`src/rtl/ifu_fetch.sv`:
```
// Instruction fetch stage: owns the fetch PC, keeps one read in flight to
// instruction memory and holds the selected 32-bit word for decode.
module ifu_fetch #(
    parameter int unsigned       ADDR_W = 64,
    parameter logic [ADDR_W-1:0] PC_RST = ADDR_W'(64'h8000_0000)
) (
    input  logic              clk,
    input  logic              rst,
    output logic              req_valid,
    input  logic              req_ready,
    output logic [ADDR_W-1:0] req_addr,
    input  logic              resp_valid,
    input  logic [63:0]       resp_data,
    input  logic              resp_err,
    output logic              inst_valid,
    input  logic              inst_ready,
    output logic [31:0]       inst,
    output logic [ADDR_W-1:0] inst_pc,
    output logic              inst_fault,
    input  logic              redirect_valid,
    input  logic [ADDR_W-1:0] redirect_pc,
    output logic [63:0]       fetch_cnt
);

    localparam int unsigned INST_W = 32;
    localparam int unsigned CNT_W  = 64;

    typedef enum logic [1:0] {
        S_REQ  = 2'd0,
        S_WAIT = 2'd1,
        S_HOLD = 2'd2
    } state_e;

    state_e              state_q;
    logic [ADDR_W-1:0]   pc_q;
    logic                drop_q;
    logic                req_valid_q;
    logic                inst_valid_q;
    logic [INST_W-1:0]   inst_q;
    logic [ADDR_W-1:0]   inst_pc_q;
    logic                inst_fault_q;
    logic [CNT_W-1:0]    cnt_q;

    logic [ADDR_W-1:0]   redir_pc_c;
    logic [INST_W-1:0]   sel_word_c;

    // Redirect target with the low two bits forced to zero.
    assign redir_pc_c = redirect_pc & ~ADDR_W'(3);

    // Pick the half of the doubleword addressed by pc[2].
    assign sel_word_c = pc_q[2] ? resp_data[63:32] : resp_data[31:0];

    // Fetch FSM: request, wait for the beat, hold it until decode takes it.
    always_ff @(posedge clk or negedge rst) begin
        if (!rst) begin
            state_q      <= S_REQ;
            pc_q         <= PC_RST;
            drop_q       <= 1'b0;
            req_valid_q  <= 1'b0;
            inst_valid_q <= 1'b0;
            inst_q       <= '0;
            inst_pc_q    <= '0;
            inst_fault_q <= 1'b0;
            cnt_q        <= '0;
        end else begin
            case (state_q)
                S_REQ: begin
                    // req_valid comes up one edge after reset release.
                    req_valid_q <= 1'b1;
                    if (redirect_valid) begin
                        pc_q <= redir_pc_c;
                    end
                    if (req_valid_q && req_ready) begin
                        // A redirect racing the accept makes that read stale.
                        state_q     <= S_WAIT;
                        req_valid_q <= 1'b0;
                        drop_q      <= redirect_valid;
                    end
                end
                S_WAIT: begin
                    if (resp_valid) begin
                        if (redirect_valid || drop_q) begin
                            if (redirect_valid) begin
                                pc_q <= redir_pc_c;
                            end
                            drop_q      <= 1'b0;
                            state_q     <= S_REQ;
                            req_valid_q <= 1'b1;
                        end else begin
                            inst_q       <= resp_err ? '0 : sel_word_c;
                            inst_pc_q    <= pc_q;
                            inst_fault_q <= resp_err;
                            state_q      <= S_HOLD;
                            inst_valid_q <= 1'b1;
                        end
                    end else if (redirect_valid) begin
                        pc_q   <= redir_pc_c;
                        drop_q <= 1'b1;
                    end
                end
                S_HOLD: begin
                    if (redirect_valid || inst_ready) begin
                        pc_q         <= redirect_valid ? redir_pc_c : pc_q + ADDR_W'(4);
                        state_q      <= S_REQ;
                        req_valid_q  <= 1'b1;
                        inst_valid_q <= 1'b0;
                        if (inst_ready) begin
                            cnt_q <= cnt_q + CNT_W'(1);
                        end
                    end
                end
                default: begin
                    state_q      <= S_REQ;
                    req_valid_q  <= 1'b1;
                    inst_valid_q <= 1'b0;
                    drop_q       <= 1'b0;
                end
            endcase
        end
    end

    assign req_valid  = req_valid_q;
    assign req_addr   = {pc_q[ADDR_W-1:3], 3'b000};
    assign inst_valid = inst_valid_q;
    assign inst       = inst_q;
    assign inst_pc    = inst_pc_q;
    assign inst_fault = inst_fault_q;
    assign fetch_cnt  = cnt_q;

    // A response beat is only legal while a read is outstanding.
    resp_in_wait_a: assert property (@(posedge clk) disable iff (!rst)
        resp_valid |-> (state_q == S_WAIT));

endmodule

```
`config.mk`:
```
export PLATFORM = sky130hd
export DESIGN_NAME = ifu_fetch
export DESIGN_NICKNAME = d
export VERILOG_FILES = /design/src/rtl/ifu_fetch.sv
export SDC_FILE = /design/constraint.sdc
export NUM_CORES = 1
export LEC_CHECK = 0
export ABC_AREA = 1
export BUFFER_PORTS_ARGS = -buffer_cell sky130_fd_sc_hd__buf_4
export CAP_MARGIN = 20
export CORE_MARGIN = 5
export CORE_UTILIZATION = 30
export DETAILED_ROUTE_END_ITERATION = 10
export PLACE_DENSITY_LB_ADDON = 0.2
export SLEW_MARGIN = 20
export SYNTH_ARGS = -nofsm -noshare
export SYNTH_HDL_FRONTEND = slang
export SYNTH_SLANG_ARGS = --single-unit
```
`constraint.sdc`:
```
create_clock -name clk -period 2.14 [get_ports clk]
set_clock_uncertainty 0.1 [all_clocks]
set_input_delay 0.642 -clock clk [delete_from_list [all_inputs] [get_ports clk]]
set_output_delay 0.642 -clock clk [all_outputs]
set_load 0.02 [all_outputs]
```
## Yosys cells after proc, flatten, opt, wreduce, memory -nomap -nowiden

Index checks and enable logic that the tools add are counted.
Widths: inputs -> output; s select.

- Bits in read-only memories: 0
- Bits in writable memories: 0
- Bits in latches: 0
- Output and inout bits: 227
- Register bits after elaboration: 230
- Memories kept: 0

- Magnitude comparators: 0
- Multiplexer cells: 27
- Equality and inequality tests: 9
- Multipliers: 0
- Bitwise operators: 3
- Div/mod/pow operators: 0
- Reductions and logical operators: 12
- Shifts and indexed selects: 0
- Add/sub/neg operators: 2

Operators by type and width:

| cell | count |
|---|---|
| $mux 64 | 5 |
| $pmux 64 s3 | 1 |
| $add 64x1->64 const B | 1 |
| $add 64x3->64 const B | 1 |
| $mux 32 | 2 |
| $reduce_and 3->1 | 5 |
| $mux 1 | 11 |
| $ne 2x2->1 const B | 5 |
| $pmux 1 s3 | 3 |
| $mux 2 | 4 |
| $reduce_and 4->1 | 2 |
| $ne 3x3->1 const B | 2 |
| $pmux 2 s3 | 1 |
| $not 1->1 | 3 |
| $reduce_bool 3->1 | 1 |
| $eq 2x1->1 const B | 1 |
| $eq 2x2->1 const B | 1 |
| $logic_not 2->1 | 1 |
| $logic_or 1x1->1 | 2 |
| $logic_and 1x1->1 | 1 |

## Logic depth before layout (Yosys ltp)

Gate-level depths: netlist of the first run.

- Word-level depth: 4
- Mapped depth: 12
- Depth with buffers taken out: 11

## Worst setup path before layout of the first run

OpenSTA, ideal clock, no wires.

- Path kind: input-to-reg
- Start point: input port inst_ready
- End point: register cnt_q[50] (netlist: fetch_cnt[50])
- Path slack: 0.338 ns
- Data required time: 1.922 ns
- Cell stages on the path: 9
- Setup time: 0.118 ns
- Data arrival time: 1.583 ns
- Cell sequence: inv_1 -> nor2_8 -> nand2_4 -> nor2_4 -> nand2_4 -> nor2_4 -> nand2_1 -> xor2_1 -> inv_1

- Word-level cells in the longest chain between the ends: 2

RTL lines:

| item | line | text |
|---|---|---|
| start, declared | 16 | `input logic inst_ready,` |
| $logic_or 1x1->1 | 102 | `if (redirect_valid \|\| inst_ready) begin` |
| $reduce_and 3->1 (no source line) (*) | n/a |  |
| end signal, assigned | 108 | `cnt_q <= cnt_q + CNT_W'(1);` |
| end, declared | 42 | `logic [CNT_W-1:0] cnt_q;` |

Every way passes the cells marked *; elsewhere a longest branch is shown, timed or not.
A chain may end at the register's enable or synchronous reset.

## Final worst setup path of the first run

- Start point: register pc_q[37]
- End point: output port req_addr[37]

RTL lines:

| item | line | text |
|---|---|---|
| start, declared | 35 | `logic [ADDR_W-1:0] pc_q;` |
| start signal, assigned | 71 | `pc_q <= redir_pc_c;` |
| start signal, assigned | 84 | `pc_q <= redir_pc_c;` |
| start signal, assigned | 97 | `pc_q <= redir_pc_c;` |
| end, declared | 11 | `output logic [ADDR_W-1:0] req_addr,` |

No word-level cell between the ends.

==> results of run 1 <==
-- worst min path at each step --
stage / slack, ps / cells after the start / endpoint
2_1_floorplan: 250 / 0 / drop_q
4_1_cts: 200 / 3 / inst_fault
3_5_place_dp: 370 / 2 / inst_pc[27]
5_1_grt: 230 / 3 / inst_fault
6_report: 230 / 3 / inst_fault
3_3_place_gp: 370 / 2 / inst_pc[18]
-- per-stage QoR --
stage / worst slack, ps / cell area, sq um / instances / power (mW) / hold slack [ps]
after CTS: 4.64 / 18400 / 2940 / 18.5 / 195
after detailed placement: -32.6 / 17500 / 2888 / 13.8 / 368
after floorplan: 338 / 13600 / 1925 / 10.4 / 246
final: 27.2 / 18400 / 2941 / 18.3 / 227
after global placement: -31.6 / 17500 / 2888 / 13.8 / 368
after global routing: -22.1 / 18400 / 2941 / 19.5 / 230
-- Yosys cell counts, drive strengths merged (2+ instances only) --
cell    instances  area [sq um]
nand2         681          2580
nor2          260          1070
dfrtp         225          5630
inv           172           646
o21ai         139           696
nand3         107           551
buf            92           626
o21a           37           278
mux2i          32           320
xor2           30           263
xnor2          27           236
clkbuf         25          93.8
nand4          23           159
a21oi          19          95.1
nor3           17           111
or2             6          37.5
nand3b          5          37.5
o22ai           5          31.3
o211ai          3          22.5
ha              2          25.0
nor3b           2          15.0
-- worst min-delay path, delay by kind of cell --
kind                   cells  cell delay [ps]
AND/OR/NAND/NOR            2              130
buffers and inverters      1               80
-- logic make-up (layout without fill, tap and decap cells) --
logic type,Yosys count,after routing,share of synthesized area (%)
AO/OA/AOI/OAI,209,209,8.56
XOR/XNOR,57,57,3.66
adder cells (fa/ha/maj),2,2,0.184
buffers and inverters,290,706,10.0
flip-flops,226,226,41.5
multiplexers,32,32,2.35
other,1,5,0.0275
AND/OR/NAND/NOR,1104,1104,33.7
-- layer usage --
layer	GRT usage, %	vias to the layer above
li1	-	6794
met1	28.6	6502
met2	34.2	417
met3	3.08	64
met4	4.82	0
met5	0	-
-- what timing repair did --
item	in CTS	in global routing
gates resized for setup	0	14
setup buffers	1	1
pin swaps	0	1
endpoints found under the setup margin	1	21
endpoints found under the hold margin	39	0
hold buffers	1	0
-- layout make-up --
class | instances | area, sq um | area share (%)
Multi-Input combinational cell | 1409 | 6660 | 36.2
Sequential cell | 226 | 5660 | 30.7
Timing Repair Buffer | 483 | 3830 | 20.8
Clock buffer | 41 | 791 | 4.29
Tap cell | 600 | 751 | 4.08
Inverter | 173 | 651 | 3.53
Clock inverter | 9 | 82.6 | 0.448
-- registers in the layout, summed over array words and instances, names as in the netlist --
name        cells
pc_q           62
inst_pc        62
req_valid       1
inst_fault      1
state_q         2
drop_q          1
inst_valid      1
fetch_cnt      64
inst           32
-- cell usage in the layout, fill, tap and decap left out, types with 6 or more instances in the layout --
cell type	n
sky130_fd_sc_hd__nand3_1	103
sky130_fd_sc_hd__clkbuf_1	10
sky130_fd_sc_hd__a21oi_1	19
sky130_fd_sc_hd__o21ai_1	21
sky130_fd_sc_hd__dfrtp_1	224
sky130_fd_sc_hd__nor2_1	232
sky130_fd_sc_hd__mux2i_1	32
sky130_fd_sc_hd__o21ai_0	118
sky130_fd_sc_hd__xor2_1	30
sky130_fd_sc_hd__o21a_1	37
sky130_fd_sc_hd__inv_1	168
sky130_fd_sc_hd__buf_4	465
sky130_fd_sc_hd__xnor2_1	27
sky130_fd_sc_hd__buf_12	15
sky130_fd_sc_hd__nor2_2	20
sky130_fd_sc_hd__or2_2	6
sky130_fd_sc_hd__clkbuf_16	29
sky130_fd_sc_hd__nand2_1	672
sky130_fd_sc_hd__nand4_1	22
sky130_fd_sc_hd__nand2_2	7
sky130_fd_sc_hd__nor2_4	6
sky130_fd_sc_hd__nor3_1	13
-- where the power goes --
part,leakage [nW],switching (mW),internal [mW]
registers,2.89,1.05,5.49
logic,5.90,4.26,2.92
clock network,0.422,1.95,2.67
total,9.22,7.27,11.1
==> impl_summary.txt, run 1 <==
----------------------------------------------------
[Critical path]
  Worst path required time ... 1400 ps
  Number of buffers and inverters on the critical path ... 2
  Crit path top cell by count ... sky130_fd_sc_hd__buf_4
  Largest fanout on the critical path ... 3
  Type of the worst setup path ... register to output pin
  Cell family with the largest share of critical-path delay ... flip-flops
  CP endpoint ... req_addr[37]
  Number of stages on the worst setup path ... 2
  R2R Path Start ... pc_q[10]
  Internal reg-to-reg setup slack ... 150 ps
  Number of cells on the worst reg-to-reg path ... 10
  Chain of cells forming the critical path ... buf_4 > buf_4
  Sort of element at the end of the critical path ... output pin
  CP Launch Type ... register
  Destination of the worst register-to-register timing path ... pc_q[29]
  Slowest stage cell, crit path ... sky130_fd_sc_hd__dfrtp_1
  Critical Path Start ... pc_q[37]
  Critical Path AT ... 1370 ps
  Delay of the slowest critical-path stage ... 460 ps

[Global routing]
  Global-route wire length before repair ... 81.3 mm
  Number of global-route vias before repair ... 13.8k
  Largest net degree at the start of global routing ... 55
  Remaining global-route overflow ... 0
  Number of antenna violations at the first check in global routing ... 0
  Global routing usage summed across all routing layers ... 20.7%

[Synth]
  Mean Syn Cell Area ... 7.10 sq um
  Cells after synthesis ... 1921
  Synthesized flop and latch total ... 226
  Count of unique library cells instantiated by Yosys ... 47
  Most used flip-flop cell after synthesis ... sky130_fd_sc_hd__dfrtp_1
  Sequential element share of the synthesized area ... 41.5%
  Number of enable flip-flop cells after synthesis ... 0
  Post-synth ARST share ... 100%
  Post-synthesis cell area ... 0.0136 sq mm
  Number of warnings issued by yosys ... 0

[Route]
  Number of search-and-repair iterations in the first detailed-routing pass ... 5
  Ratio of routed vias to standard cells ... 4.68
  Drt initial violations ... 957
  DRC Markers ... 0
  Count of antenna-violating nets left after detailed routing ... 0
  Wl on met1 ... 24.0 mm
  Routed via count ... 13.8k
  Routed WL per cell ... 18.1 microns
  Total length of routed met3 wires ... 3.21 mm
  WL met2 ... 24.8 mm
  Wirelength, routed ... 53.2 mm
  Highest routed layer ... met4

[Floorplanning]
  Die area ... 0.0498 sq mm
  Initial cell density of the core ... 30.2%
  Number of rows in the core area ... 78
  Floorplan Core Area ... 0.0452 sq mm
  Chip height ... 223 microns
  I/O Pins ... 362
  Horizontal die dimension ... 223 microns

[Placement]
  Final Wtd Congestion ... 0.924
  Post-detail-place hpwl ... 43.1 mm
  Number of buffer cells added on primary ports ... 354

[Power and ir drop]
  Leakage component of the power ... 9.22 nW
  Largest voltage drop on the vdd net ... 0.602 mV
  Total power per unit cell area ... 996 mW/mm^2

[Clock tree]
  Number of buffers created by CTS ... 29
  Clock H-tree levels ... 1
  Clk sink count ... 226
  CTS tree ... built
  Maximum buffer depth of the clock tree ... 3
  Clock edge transition at the registers on the reported setup and hold paths ... 60 ps
  Later-pin clock latency in the skew report ... 570 ps
  CTS root buffer ... sky130_fd_sc_hd__clkbuf_16

[Final layout]
  Diodes inserted ... 0
  Fraction of final layout cells with drive strength greater than 1 ... 24.8%
  P&R area growth vs syn ... 35.1%
  Share of the core filled with cells in the final layout ... 40.8%
  Nets ... 2459
  Filler instances ... 4716

[STA]
  Transition time of the tightest slew-check pin ... 676 ps
  Fmax ... 473 MHz
  Final cycle utilization of the critical path ... 98.7%
  Final setup violation count ... 0
  Worst slew slack as a fraction of its limit ... 54.9%
  Total Neg Setup Slack ... 0 ps
  Final min period ... 2110 ps
  Setup repair after global routing missed its margin ... yes
  Count of pins over their slew limit ... 0
  Fin. Hold Viols ... 0

[Hold path]
  Worst min-delay path category ... input pin to register
  Hold Path Origin ... resp_err

[Outcome]
  Result of the run ... complete, no violations

[Flow run]
  Max Cap Viol ... 0

----------------------------------------------------
No activity file was read; power rests on OpenSTA's default activity.
==> run 2, diff against run 1 <==
--- a/config.mk
+++ b/config.mk
@@ -8,10 +8,12 @@
 export ABC_AREA = 1
 export BUFFER_PORTS_ARGS = -buffer_cell sky130_fd_sc_hd__buf_4
 export CAP_MARGIN = 20
+export CORE_ASPECT_RATIO = 0.9
 export CORE_MARGIN = 5
 export CORE_UTILIZATION = 30
 export DETAILED_ROUTE_END_ITERATION = 10
 export PLACE_DENSITY_LB_ADDON = 0.2
+export SETUP_SLACK_MARGIN = 0.5
 export SLEW_MARGIN = 20
 export SYNTH_ARGS = -nofsm -noshare
 export SYNTH_HDL_FRONTEND = slang
==> impl_summary.txt, run 2 (synthesis results as in run 1) <==
----------------------------------------------------
[Final layout]
  Fraction of final layout cells with drive strength greater than 1 ... 58.1%
  Largest register FFs ... 64
  Diodes inserted ... 0
  Top library cells by usage in the layout, fill and taps aside ... sky130_fd_sc_hd__buf_4 (450), sky130_fd_sc_hd__nand2_1 (434), sky130_fd_sc_hd__buf_6 (350)
  Most common library cell in the layout ignoring fill and taps ... sky130_fd_sc_hd__buf_4
  Share of the core filled with cells in the final layout ... 58.3%
  Number of non-filler instances in the completed layout ... 3326
  Design area ... 0.0263 sq mm
  Nets ... 2833
  P&R area growth vs syn ... 93.2%
  Filler instances ... 3875

[STA]
  Total Neg Setup Slack ... 0 ps
  Fmax ... 484 MHz
  Count of pins over their slew limit ... 0
  Setup repair after global routing missed its margin ... yes
  Min Hold Slack ... 239 ps
  Final cycle utilization of the critical path ... 96.5%
  Fin. Hold Viols ... 0
  Post-route setup slack ... 75.8 ps
  Final min period ... 2060 ps
  Final setup violation count ... 0

[Clock tree]
  Clock H-tree levels ... 1
  CTS root buffer ... sky130_fd_sc_hd__clkbuf_16
  Clk sink count ... 226
  CTS tree ... built
  Number of buffers created by CTS ... 28
  Clock edge transition at the registers on the reported setup and hold paths ... 60 ps
  Maximum buffer depth of the clock tree ... 3
  Later-pin clock latency in the skew report ... 580 ps

[Hold path]
  Endpoint with the worst hold slack ... pc_q[2]
  Hold Path Origin ... redirect_pc[2]
  Hold path depth ... 3
  Worst min-delay path category ... input pin to register

[Critical path]
  Cell family with the largest share of critical-path delay ... flip-flops
  Delay of the slowest critical-path stage ... 540 ps
  CP Launch Type ... register
  Critical Path AT ... 1320 ps
  Sort of element at the end of the critical path ... output pin
  R2R Path Start ... state_q[0]
  Number of cells on the worst reg-to-reg path ... 10
  Type of the worst setup path ... register to output pin
  Number of buffers and inverters on the critical path ... 2
  Chain of cells forming the critical path ... buf_6 > buf_6
  Slowest stage cell, crit path ... sky130_fd_sc_hd__dfstp_2
  Worst path required time ... 1400 ps
  Largest fanout on the critical path ... 2
  Internal reg-to-reg setup slack ... 150 ps
  Destination of the worst register-to-register timing path ... inst[23]
  Crit path top cell by count ... sky130_fd_sc_hd__buf_6

[Placement]
  Placement Setup Slack ... -5.31 ps
  Placed Cells incl. Taps ... 2887
  Post-detail-place hpwl ... 44.4 mm
  Number of buffer cells added on primary ports ... 354
  Final Wtd Congestion ... 0.939
  Dpl cell area ... 0.0175 sq mm

[Power and ir drop]
  Leakage component of the power ... 12.9 nW
  Combinational Power Share ... 51.1%
  Internal portion of total power ... 14.4 mW
  Power share of the sequential group ... 28.1%
  Largest voltage drop on the vdd net ... 0.603 mV
  Clock power share ... 20.8%
  Switching share of total power ... 39.5%
  Net load switching power ... 9.42 mW
  Total Power Consumption ... 23.9 mW
  Total power per unit cell area ... 906 mW/mm^2

[Route]
  Wirelength, routed ... 70.6 mm
  Ratio of routed vias to standard cells ... 4.97
  Count of antenna-violating nets left after detailed routing ... 0
  Number of search-and-repair iterations in the first detailed-routing pass ... 5
  Routed WL per cell ... 21.2 microns
  DRC Markers ... 0
  Drt initial violations ... 1168
  Routed via count ... 16.5k

[Outcome]
  Result of the run ... complete, no violations

[Global routing]
  Number of antenna violations at the first check in global routing ... 1
  Global routing usage summed across all routing layers ... 23.4%
  Largest net degree at the start of global routing ... 60
  Number of global-route vias before repair ... 15.2k
  Global-route wire length before repair ... 91.7 mm
  Remaining global-route overflow ... 0

[Floorplanning]
  Chip height ... 212 microns
  Number of rows in the core area ... 74
  Die area ... 0.0498 sq mm
  I/O Pins ... 362
  Initial cell density of the core ... 30.2%
  Floorplan Core Area ... 0.0452 sq mm
  Horizontal die dimension ... 235 microns

[Flow run]
  Max Cap Viol ... 0

----------------------------------------------------
==> run 2: routing by layer <==
layer	global-route usage (%)	wire length, microns	share of wire [%]	vias up
li1	-	-	-	7582
met5	0	7	0.0099	-
met3	3.89	5000	7.1	181
met1	32.3	29400	42	8063
met4	5.19	2900	4.1	2
met2	38.9	33300	47	703
==> run 2: layout make-up <==
| cell class | count | area [sq um] | share of cell area [%] |
|---|---|---|---|
| clock inverters | 10 | 123 | 0.466 |
| clock buffers | 42 | 833 | 3.16 |
| well taps | 608 | 761 | 2.89 |
| flip-flops and latches | 226 | 5740 | 21.8 |
| repair buffers | 858 | 8560 | 32.5 |
| multi-input cells | 1409 | 9600 | 36.4 |
| inverters | 173 | 716 | 2.72 |
==> run 2: how the worst max path moves through the flow <==
stage / cells after the start / end / from / slack, ps
CTS: 2 / req_addr[31] / pc_q[31] / 60
global route: 2 / req_addr[31] / pc_q[31] / 50
finish: 2 / req_addr[31] / pc_q[31] / 80
detailed placement: 8 / pc_q[18] / redirect_valid / -5
floorplan: 9 / fetch_cnt[50] / inst_ready / 390
global placement: 8 / pc_q[25] / redirect_valid / 7
==> run 2: power by group through the flow <==
| stage | clock network [mW] | logic [mW] | registers, mW |
|---|---|---|---|
| 2_1_floorplan | 0 | 3.03 | 7.49 |
| 3_5_place_dp | 0 | 7.27 | 6.64 |
| 3_3_place_gp | 0 | 7.21 | 6.61 |
| 5_1_grt | 5.21 | 12.8 | 6.81 |
| 6_report | 4.96 | 12.2 | 6.70 |
| 4_1_cts | 5.08 | 9.26 | 6.44 |
==> run 2: worst register-to-register path, stage by stage, from the launching register on <==
cell and delay [ps]:
sky130_fd_sc_hd__dfrtp_2 450, sky130_fd_sc_hd__inv_4 60, sky130_fd_sc_hd__buf_6 120, sky130_fd_sc_hd__nor2_4 120, sky130_fd_sc_hd__nand4_4 130, sky130_fd_sc_hd__buf_6 170
sky130_fd_sc_hd__buf_12 140, sky130_fd_sc_hd__nor2_4 130, sky130_fd_sc_hd__inv_4 80, sky130_fd_sc_hd__clkbuf_16 170, sky130_fd_sc_hd__o21ai_0 210
==> run 2: repair_timing <==
item                                   in CTS  in global routing
hold buffers                                1                  0
setup endpoints to repair                 420                435
setup buffers                             205                147
pin swaps                                  73                246
cloned                                      1                 33
endpoints found under the hold margin      33                  0
resized for setup                         507                848
==> run 3, diff against run 2 <==
--- a/config.mk
+++ b/config.mk
@@ -10,7 +10,7 @@
 export CAP_MARGIN = 20
 export CORE_ASPECT_RATIO = 0.9
 export CORE_MARGIN = 5
-export CORE_UTILIZATION = 30
+export CORE_UTILIZATION = 25
 export DETAILED_ROUTE_END_ITERATION = 10
 export PLACE_DENSITY_LB_ADDON = 0.2
 export SETUP_SLACK_MARGIN = 0.5
==> impl_summary.txt, run 3 (synthesis results as in run 1) <==
----------------------------------------------------
[Critical path]
  Chain of cells forming the critical path ... buf_6 > buf_6
  Cell family with the largest share of critical-path delay ... flip-flops
  CP Launch Type ... register
  Crit path top cell by count ... sky130_fd_sc_hd__buf_6
  Number of buffers and inverters on the critical path ... 2
  Delay of the slowest critical-path stage ... 540 ps
  Type of the worst setup path ... register to output pin
  Largest fanout on the critical path ... 2
  Slowest stage cell, crit path ... sky130_fd_sc_hd__dfstp_2
  Critical Path AT ... 1340 ps
  Worst path required time ... 1400 ps
  Sort of element at the end of the critical path ... output pin

[STA]
  Min Hold Slack ... 246 ps
  Setup repair after global routing missed its margin ... yes
  Fin. Hold Viols ... 0
  Final setup violation count ... 0
  Final min period ... 2080 ps
  Final cycle utilization of the critical path ... 97.3%
  Count of pins over their slew limit ... 0
  Fmax ... 480 MHz

[Floorplanning]
  Floorplan Core Area ... 0.0541 sq mm
  Number of rows in the core area ... 81
  Horizontal die dimension ... 256 microns
  Chip height ... 232 microns
  I/O Pins ... 362
  Die area ... 0.0593 sq mm
  Initial cell density of the core ... 25.2%

[Final layout]
  Largest register FFs ... 64
  Fraction of final layout cells with drive strength greater than 1 ... 58.0%
  Filler instances ... 5052
  Nets ... 2865
  P&R area growth vs syn ... 98.6%
  Most common library cell in the layout ignoring fill and taps ... sky130_fd_sc_hd__nand2_1
  Top library cells by usage in the layout, fill and taps aside ... sky130_fd_sc_hd__nand2_1 (450), sky130_fd_sc_hd__buf_4 (449), sky130_fd_sc_hd__buf_6 (368)

[Route]
  Ratio of routed vias to standard cells ... 4.75
  Drt initial violations ... 1000
  Wirelength, routed ... 72.7 mm
  Routed via count ... 16.4k
  Number of search-and-repair iterations in the first detailed-routing pass ... 5
  DRC Markers ... 0
  Count of antenna-violating nets left after detailed routing ... 0
  Routed WL per cell ... 21.0 microns

[Clock tree]
  CTS tree ... built
  Maximum buffer depth of the clock tree ... 3
  CTS root buffer ... sky130_fd_sc_hd__clkbuf_16
  Number of buffers created by CTS ... 30
  Clock H-tree levels ... 1
  Clock edge transition at the registers on the reported setup and hold paths ... 60 ps
  Later-pin clock latency in the skew report ... 590 ps
  Clk sink count ... 226

[Outcome]
  Result of the run ... complete, no violations

[Global routing]
  Number of global-route vias before repair ... 15.4k
  Remaining global-route overflow ... 0
  Global-route wire length before repair ... 95.4 mm
  Number of antenna violations at the first check in global routing ... 3
  Largest net degree at the start of global routing ... 54
  Global routing usage summed across all routing layers ... 20.8%

[Placement]
  Number of buffer cells added on primary ports ... 354
  Post-detail-place hpwl ... 46.3 mm
  Final Wtd Congestion ... 0.908

[Power and ir drop]
  Leakage component of the power ... 13.2 nW
  Total power per unit cell area ... 903 mW/mm^2
  Largest voltage drop on the vdd net ... 0.572 mV
  Total Power Consumption ... 24.5 mW

[Hold path]
  Worst min-delay path category ... input pin to register

[Flow run]
  Max Cap Viol ... 0

----------------------------------------------------
[run 3: cell types whose count changed in the layout (fill, tap and decap cells not counted), sizes merged]
cell	change
clkinv	-2
buf	+31
clkinvlp	-1
clkbuf	+5
inv	-1
bufinv	-1
diode	+2
[run 3: report_power, final]
group / switching, mW / internal, mW
Sequential: 1.13 / 5.53
Clock: 2.07 / 3.09
Combinational: 6.39 / 6.24
Total: 9.60 / 14.9
[run 3: worst min-delay path: stages]
cell	delay (ps)
sky130_fd_sc_hd__buf_4	70
sky130_fd_sc_hd__mux2i_1	50
sky130_fd_sc_hd__o21ai_1	120
[run 3: worst paths after layout]
path	to	from	depth (start not counted)	slack [ps]
hold reg to reg	inst_pc[9]	inst_pc[9]	2	400
max in group asynchronous	inst[9]	rst	4	770
hold / removal	inst[4]	resp_data[4]	3	250
setup reg to reg	pc_q[22]	pc_q[3]	14	90
setup / recovery	req_addr[31]	pc_q[31]	2	60
min in group asynchronous	inst_pc[30]	rst	2	430
[run 3: metrics by stage]
step / utilization (%) / cells / setup slack (ps) / setup TNS (ps) / area [sq um]
detailed placement: 32.6 / 2986 / -54.9 / -213 / 17700
global route: 50.0 / 3456 / 16.5 / 0 / 27100
global placement: 32.6 / 2986 / 2.85 / 0 / 17700
CTS: 41.0 / 3251 / 37.3 / 0 / 22200
floorplan: - / 1925 / 388 / 0 / 13900
finish: 50.0 / 3456 / 57.5 / 0 / 27100
[run 3: cell type report]
type	count	area, sq um	area share [%]
sequential	226	5740	21.2
timing repair buffer	888	9090	33.6
tap	705	882	3.26
multi-input combinational	1409	9650	35.6
inverter	173	714	2.64
clock inverter	5	56.3	0.208
clock buffer	48	940	3.47
antenna	2	5.00	0.0185
[run 3: timing repair]
action                                  4_1_cts  5_1_grt
resized for setup                           504      878
hold buffers                                  1        0
endpoints found under the setup margin      416      437
cloned                                       10       28
endpoints found under the hold margin        26        0
buffers inserted                            201      175
pin swaps                                    83      249
[run 3: metal layers]
metal / GRT usage (%) / share of wire (%) / vias to the layer above
li1: - / - / 7671
met2: 33.5 / 47 / 571
met4: 7.34 / 3.9 / 2
met1: 27.4 / 43 / 8037
met5: 0 / 0.018 / -
met3: 4.98 / 6.3 / 138
